$ cat src/rtl/pic_pkg.sv
// rtl/pic_pkg.sv - shared types and limits for the PIC program sequencer
package pic_pkg;

   localparam int PC_W_MAX      = 12;
   localparam int STK_DEPTH_MAX = 8;

   typedef enum logic [1:0] {
      ST_RUN   = 2'd0,
      ST_FLUSH = 2'd1,
      ST_SLEEP = 2'd2
   } seq_state_t;

endpackage

$ cat src/rtl/pic_hw_stack.sv
// rtl/pic_hw_stack.sv - generic-depth hardware call/return stack with sticky fault flags
module pic_hw_stack
   import pic_pkg::*;
#(
   parameter int              W         = 9,
   parameter int              DEPTH     = 2,
   parameter int              SAT       = 0,
   parameter logic [W-1:0]    EMPTY_VAL = {W{1'b1}}
) (
   input  logic         clk,
   input  logic         rst,
   input  logic         i_push,
   input  logic         i_pop,
   input  logic [W-1:0] i_data,
   output logic [W-1:0] o_data,
   output logic [3:0]   o_lvl,
   output logic         o_ovf,
   output logic         o_unf
);

   localparam logic [2:0] LAST     = 3'(DEPTH - 1);
   localparam logic [3:0] FULL_LVL = 4'(DEPTH);

   // Storage is sized to the maximum so a 3-bit pointer indexes it cleanly at any depth.
   logic [W-1:0] r_mem [STK_DEPTH_MAX];
   logic [2:0]   r_ptr;
   logic [3:0]   r_lvl;
   logic         r_ovf;
   logic         r_unf;

   logic       w_full;
   logic       w_empty;
   logic [2:0] w_ptr_inc;
   logic [2:0] w_ptr_dec;
   logic       w_wr;
   logic       w_pop_mv;

   assign w_full    = (r_lvl == FULL_LVL);
   assign w_empty   = (r_lvl == 4'd0);
   assign w_ptr_inc = (r_ptr == LAST)  ? 3'd0 : r_ptr + 3'd1;
   assign w_ptr_dec = (r_ptr == 3'd0)  ? LAST : r_ptr - 3'd1;
   assign w_wr      = i_push && !((SAT != 0) && w_full);
   assign w_pop_mv  = i_pop && !i_push && !((SAT != 0) && w_empty);

   assign o_data = ((SAT != 0) && w_empty) ? EMPTY_VAL : r_mem[w_ptr_dec];
   assign o_lvl  = r_lvl;
   assign o_ovf  = r_ovf;
   assign o_unf  = r_unf;

   always_ff @(posedge clk) begin
      if (rst && w_wr) begin
         r_mem[r_ptr] <= i_data;
      end
   end

   always_ff @(posedge clk) begin
      if (!rst) begin
         r_ptr <= 3'd0;
         r_lvl <= 4'd0;
         r_ovf <= 1'b0;
         r_unf <= 1'b0;
      end else if (i_push) begin
         if (w_full) r_ovf <= 1'b1;
         if (w_wr) r_ptr <= w_ptr_inc;
         if (!w_full) r_lvl <= r_lvl + 4'd1;
      end else if (i_pop) begin
         if (w_empty) r_unf <= 1'b1;
         if (w_pop_mv) r_ptr <= w_ptr_dec;
         if (!w_empty) r_lvl <= r_lvl - 4'd1;
      end
   end

endmodule

$ cat src/rtl/pic_seq_stack.sv
// rtl/pic_seq_stack.sv - PIC program counter, branch flush, sleep FSM and call stack
module pic_seq_stack
   import pic_pkg::*;
#(
   parameter int              PC_W      = 9,
   parameter int              STK_DEPTH = 2,
   parameter int              STK_SAT   = 0,
   parameter logic [PC_W-1:0] RST_VEC   = {PC_W{1'b1}}
) (
   input  logic            clk,
   input  logic            rst,
   input  logic            cyc_en,
   input  logic            goto_i,
   input  logic            call_i,
   input  logic            retlw_i,
   input  logic            pcl_wr_i,
   input  logic            skip_i,
   input  logic            sleep_i,
   input  logic            wake_i,
   input  logic [8:0]      k_i,
   input  logic [7:0]      pcl_i,
   input  logic [2:0]      pa_i,
   output logic [PC_W-1:0] pc_o,
   output logic [PC_W-1:0] pc_next_o,
   output logic            flush_o,
   output logic [3:0]      stk_lvl_o,
   output logic            stk_ovf_o,
   output logic            stk_unf_o,
   output logic            asleep_o
);

   seq_state_t      r_state;
   seq_state_t      w_state_nxt;
   logic [PC_W-1:0] r_pc;
   logic [PC_W-1:0] w_pc_next;
   logic [PC_W-1:0] w_pc_inc;
   logic [PC_W-1:0] w_pop_data;
   logic            w_pc_load;
   logic            w_push;
   logic            w_pop;

   // Targets are built at full width with page bits on top, then cut to PC_W.
   logic [PC_W_MAX-1:0] w_goto_full;
   logic [PC_W_MAX-1:0] w_call_full;
   logic [PC_W_MAX-1:0] w_pcl_full;
   logic                w_unused;

   assign w_goto_full = {pa_i, k_i};
   assign w_call_full = {pa_i, 1'b0, k_i[7:0]};
   assign w_pcl_full  = {pa_i, 1'b0, pcl_i};
   assign w_unused    = ^{w_goto_full, w_call_full, w_pcl_full};
   assign w_pc_inc    = r_pc + PC_W'(1);

   always_comb begin
      w_state_nxt = r_state;
      w_pc_next   = w_pc_inc;
      w_pc_load   = 1'b1;
      w_push      = 1'b0;
      w_pop       = 1'b0;
      case (r_state)
         ST_RUN: begin
            if (goto_i) begin
               w_pc_next   = w_goto_full[PC_W-1:0];
               w_state_nxt = ST_FLUSH;
            end else if (call_i) begin
               w_push      = 1'b1;
               w_pc_next   = w_call_full[PC_W-1:0];
               w_state_nxt = ST_FLUSH;
            end else if (retlw_i) begin
               w_pop       = 1'b1;
               w_pc_next   = w_pop_data;
               w_state_nxt = ST_FLUSH;
            end else if (pcl_wr_i) begin
               w_pc_next   = w_pcl_full[PC_W-1:0];
               w_state_nxt = ST_FLUSH;
            end else if (skip_i) begin
               w_state_nxt = ST_FLUSH;
            end else if (sleep_i) begin
               // PC stays on the SLEEP word; pc+1 is presented and executed on wake.
               w_pc_load   = 1'b0;
               w_state_nxt = ST_SLEEP;
            end
         end
         ST_FLUSH: begin
            w_state_nxt = ST_RUN;
         end
         ST_SLEEP: begin
            w_pc_load = wake_i;
            if (wake_i) w_state_nxt = ST_RUN;
         end
         default: begin
            w_state_nxt = ST_RUN;
         end
      endcase
   end

   always_ff @(posedge clk) begin
      if (!rst) begin
         r_state <= ST_RUN;
         r_pc    <= RST_VEC;
      end else if (cyc_en) begin
         r_state <= w_state_nxt;
         if (w_pc_load) r_pc <= w_pc_next;
      end
   end

   pic_hw_stack #(
      .W         (PC_W),
      .DEPTH     (STK_DEPTH),
      .SAT       (STK_SAT),
      .EMPTY_VAL (RST_VEC)
   ) u_stack (
      .clk    (clk),
      .rst    (rst),
      .i_push (w_push && cyc_en),
      .i_pop  (w_pop && cyc_en),
      .i_data (w_pc_inc),
      .o_data (w_pop_data),
      .o_lvl  (stk_lvl_o),
      .o_ovf  (stk_ovf_o),
      .o_unf  (stk_unf_o)
   );

   assign pc_o      = r_pc;
   assign pc_next_o = w_pc_next;
   assign flush_o   = (r_state == ST_FLUSH);
   assign asleep_o  = (r_state == ST_SLEEP);

endmodule

$ cat config.mk
export PLATFORM = sky130hd
export DESIGN_NAME = pic_seq_stack
export DESIGN_NICKNAME = d
export VERILOG_FILES = /design/src/rtl/pic_pkg.sv /design/src/rtl/pic_hw_stack.sv /design/src/rtl/pic_seq_stack.sv
export SDC_FILE = /design/constraint.sdc
export NUM_CORES = 1
export LEC_CHECK = 0
export ABC_AREA = 1
export ABC_CLOCK_PERIOD_IN_PS = 2800
export CAP_MARGIN = 15
export CORE_MARGIN = 5
export CORE_UTILIZATION = 55
export CTS_CLUSTER_SIZE = 40
export DETAILED_ROUTE_END_ITERATION = 16
export DONT_BUFFER_PORTS = 1
export GPL_ROUTABILITY_DRIVEN = 0
export HOLD_SLACK_MARGIN = 0.12
export MAX_ROUTING_LAYER = met4
export PLACE_DENSITY = 0.7
export SYNTH_ARGS = -nofsm -noshare
export SYNTH_HDL_FRONTEND = slang
export SYNTH_SLANG_ARGS = --single-unit
$ cat constraint.sdc
create_clock -name clk -period 2.8 [get_ports clk]
set_clock_uncertainty 0.1 [all_clocks]
set_input_delay 0.56 -clock clk [delete_from_list [all_inputs] [get_ports clk]]
set_output_delay 0.56 -clock clk [all_outputs]
set_load 0.05 [all_outputs]
==> impl_metrics.py <==
metrics = {
    "floorplan": {
        "pin_count": 56,
        "die-area_mm2": 0.0102,
        "die_width_um": 101,
        "initial_core_util": 0.561,
        "core_mm2": 0.00813,
        "die-height_um": 101,
        "num_rows": 33,
    },
    "power_and_ir_drop": {
        "max-vdd-ir-drop_uv": 328,
        "total_power_mw": 3.03,
        "cellPowerDensity_mw_per_mm2": 515,
        "p_leak_nw": 2.47,
    },
    "route": {
        "vias_per_cell": 5.45,
        "dr.first_iter.drc_count": 302,
        "routed_wire_length_per_instance_um": 16.9,
        "wirelength_um": 11700,
        "vias": 3775,
        "route.detailed.drc": 0,
        "detail-route-antenna-nets": 0,
        "first_pass_iters": 5,
    },
    "sta": {
        "achievable-frequency_mhz": 354,
        "final_min_period_over_clock_period": 1.01,
        "tightest_slew_ns": 0.664,
        "hold_viol_final": 0,
        "finalSetupViolCount": 1,
        "relative_slew_slack": 0.556,
        "rsz0062_at_grt": "true",
        "slew_violations": 0,
        "min_period_ns": 2.83,
        "setup_slack_ns": -0.0257,
    },
    "setup_path": {
        "cp_num_cells": 15,
        "worst_setup_path_start_kind": "flop",
        "critical-path-max-stage-delay_ns": 0.38,
        "crit_path_category": "flop to output pin",
        "cp.required_ns": 2.14,
        "worst_ep_arrival_time_ns": 2.17,
        "setup.worst_path.end_class": "output pin",
        "worst-path-buf-inv": 5,
        "worst-path-max-fanout": 4,
        "critical_path.cell_chain": "inv_6, nand2_4, ha_4, buf_8, buf_6, buf_6, nand2_2, nand4_1, nand3_1, nand2_1, nand2_1, nand2_1, nand2_1, nand2_2, buf_12",
        "timing.critical_path.mode_cell": "sky130_fd_sc_hd__nand2_1",
        "rr_worst_depth": 6,
        "path_delay_family": "simple AND/OR/NAND/NOR gates",
        "crit_path_top_delay_cell": "sky130_fd_sc_hd__dfxtp_4",
    },
    "global_routing": {
        "via_count_of_the_first_global_routing_pass": 3598,
        "gr-usage-all-layers": 0.229,
        "largest_net_degree_at_the_start_of_global_routing": 25,
        "grt.overflow.total": 0,
        "grt_pass1_wl_um": 17400,
        "grt_antenna_before_repair": 0,
    },
    "logic_synthesis": {
        "synth.lib_cells_used.distinct": 38,
        "yosysSeqAreaShare": 0.561,
        "synthesis.instances": 512,
        "portion_of_synthesized_cell_area_occupied_by_the_leading_cell_type": 0.474,
        "yosys-top-cells-area": "sky130_fd_sc_hd__edfxtp_1 (47%), sky130_fd_sc_hd__nand2_1 (16%), sky130_fd_sc_hd__dfxtp_1 (8.8%)",
        "ys_warn_count": 0,
        "synth-seq-cells": 92,
        "synth-main-ff-cell": "sky130_fd_sc_hd__edfxtp_1",
        "synth_top_area_cell": "sky130_fd_sc_hd__edfxtp_1",
        "post_synth_instance_area_mm2": 0.00456,
        "synth-edff-count": 72,
        "synthesis.nets": 548,
        "syn_avg_cell_area_um2": 8.91,
        "ys_async_sr_fraction": 0,
    },
    "clocking": {
        "cts.reportedPaths.clkPinSlew_ns": 0.09,
        "tritoncts_num_sinks": 92,
        "tritoncts": "done",
        "cts.htree.levels": 3,
        "cts_inserted_buffers": 9,
        "max-clock-path-buffers": 2,
        "clk-insertion-delay-late_ns": 0.35,
        "clock_tree.root_cell": "sky130_fd_sc_hd__clkbuf_8",
    },
    "place": {
        "placedCellCount": 646,
        "pre_cts_ws_ns": 0.0258,
        "numPortBuffers": 0,
        "dpl.hpwl_um": 7350,
    },
    "final_layout": {
        "insertedDiodeCount": 0,
        "synthToLayoutAreaGrowth_pct": 29.1,
        "layout.nets": 619,
        "drive_above_1_share": 0.269,
        "postLayoutCoreUtil": 0.724,
        "post_layout_nonfiller_instances": 693,
    },
    "status": {
        "failed_checks": "setup timing",
        "outcome": "finished with violations",
    },
    "hold_path": {
        "hold_class": "primary input to flop",
        "hold_path_depth": 2,
    },
    "flow_run": {
        "maxCapViolCount": 0,
    },
}
[cell usage after synthesis (all sizes together), types with 2 or more instances]
cell,n
and2,9
buf,15
ha,5
a21oi,20
nor3,5
o21ai,3
dfxtp,20
o211ai,2
nand2,200
a21boi,5
clkbuf,3
nor4,2
inv,38
a31oi,2
o31ai,4
edfxtp,72
nor2,40
nand4,5
xnor2,4
nand3b,2
nand3,45
xor2,6
[kinds of logic (layout without fill, tap and decap cells)]
logic type | Yosys count | in the layout | share of synthesized area
buffers and inverters | 56 | 132 | 0.0540
and+or+nand+nor | 308 | 308 | 0.293
AOI/OAI and AO/OA | 40 | 40 | 0.0540
DFF | 92 | 92 | 0.561
adders and majority gates | 6 | 6 | 0.0181
xor gates and xnor gates | 10 | 10 | 0.0192
[final timing paths]
check	startpoint	end	slack, ns
worst min register to register	r_state[1]	r_state[1]	0.45
worst min-delay path	rst	u_stack.r_ptr[1]	0.20
worst max-delay path	u_stack.r_ptr[1]	pc_next_o[7]	-0.03
worst max register to register	r_state[0]	u_stack.r_mem[0][6]	0.54
[cells in the final DEF (no fill, tap or decap), drive strengths merged]
cell / n
nor2: 40
edfxtp: 72
bufinv: 1
clkinv: 6
a21o: 1
a21oi: 20
a21boi: 5
xnor2: 4
a31oi: 2
nor3: 5
ha: 5
and2: 9
inv: 37
nand3b: 2
fa: 1
clkinvlp: 3
nand4: 5
xor2: 6
o21ai: 3
nor4: 2
nand2: 200
buf: 75
o221ai: 1
o31ai: 4
dfxtp: 20
nand3: 45
o211ai: 2
a211oi: 1
a22oi: 1
clkbuf: 10
[power by group]
part | total, mW | internal [mW] | leakage (nW) | switching, mW
Clock | 0.859 | 0.407 | 0.0888 | 0.452
Combinational | 0.612 | 0.229 | 1.57 | 0.384
Sequential | 1.56 | 1.54 | 0.812 | 0.0251
Total | 3.03 | 2.17 | 2.47 | 0.860
[registers in the layout, summed over array words and instances, names as in the netlist]
register       cells
u_stack.o_ovf      1
r_state            2
u_stack.r_ptr      3
u_stack.o_lvl      4
pc_o               9
u_stack.o_unf      1
u_stack.r_mem     72
[per-layer routing]
layer,wire length (µm),part of all wire,track usage
met5,0,0,-
met4,259,0.022,0.0757
met3,715,0.061,0.0422
met2,5860,0.50,0.383
met1,4870,0.42,0.280
[what timing repair did]
item | 4_1_cts | 5_1_grt
gates resized for setup | 38 | 42
hold buffers | 0 | 0
setup endpoints to repair | 9 | 9
pin swaps | 11 | 26
cloned | 2 | 3
setup buffers | 12 | 14
[layout make-up]
| cell class | count | area, µm² |
|---|---|---|
| clock inverters | 7 | 67.6 |
| inverters | 38 | 170 |
| well taps | 105 | 131 |
| repair inverters | 2 | 32.5 |
| clock buffers | 9 | 124 |
| flip-flops and latches | 92 | 2580 |
| repair buffers | 76 | 828 |
| multi-input cells | 364 | 1960 |
| fillers | 584 | 2240 |
[metrics by stage]
| stage | hold slack, ns | setup TNS [ns] | area (µm²) |
|---|---|---|---|
| finish | 0.202 | -0.0257 | 5890 |
| global route | 0.197 | -0.934 | 5890 |
| CTS | 0.190 | -0.0249 | 5560 |
| detailed placement | 0.430 | 0 | 5090 |
| global placement | 0.411 | 0 | 5090 |
| floorplan | 0.397 | 0 | 4590 |
Power figures use the tool's default switching activity.
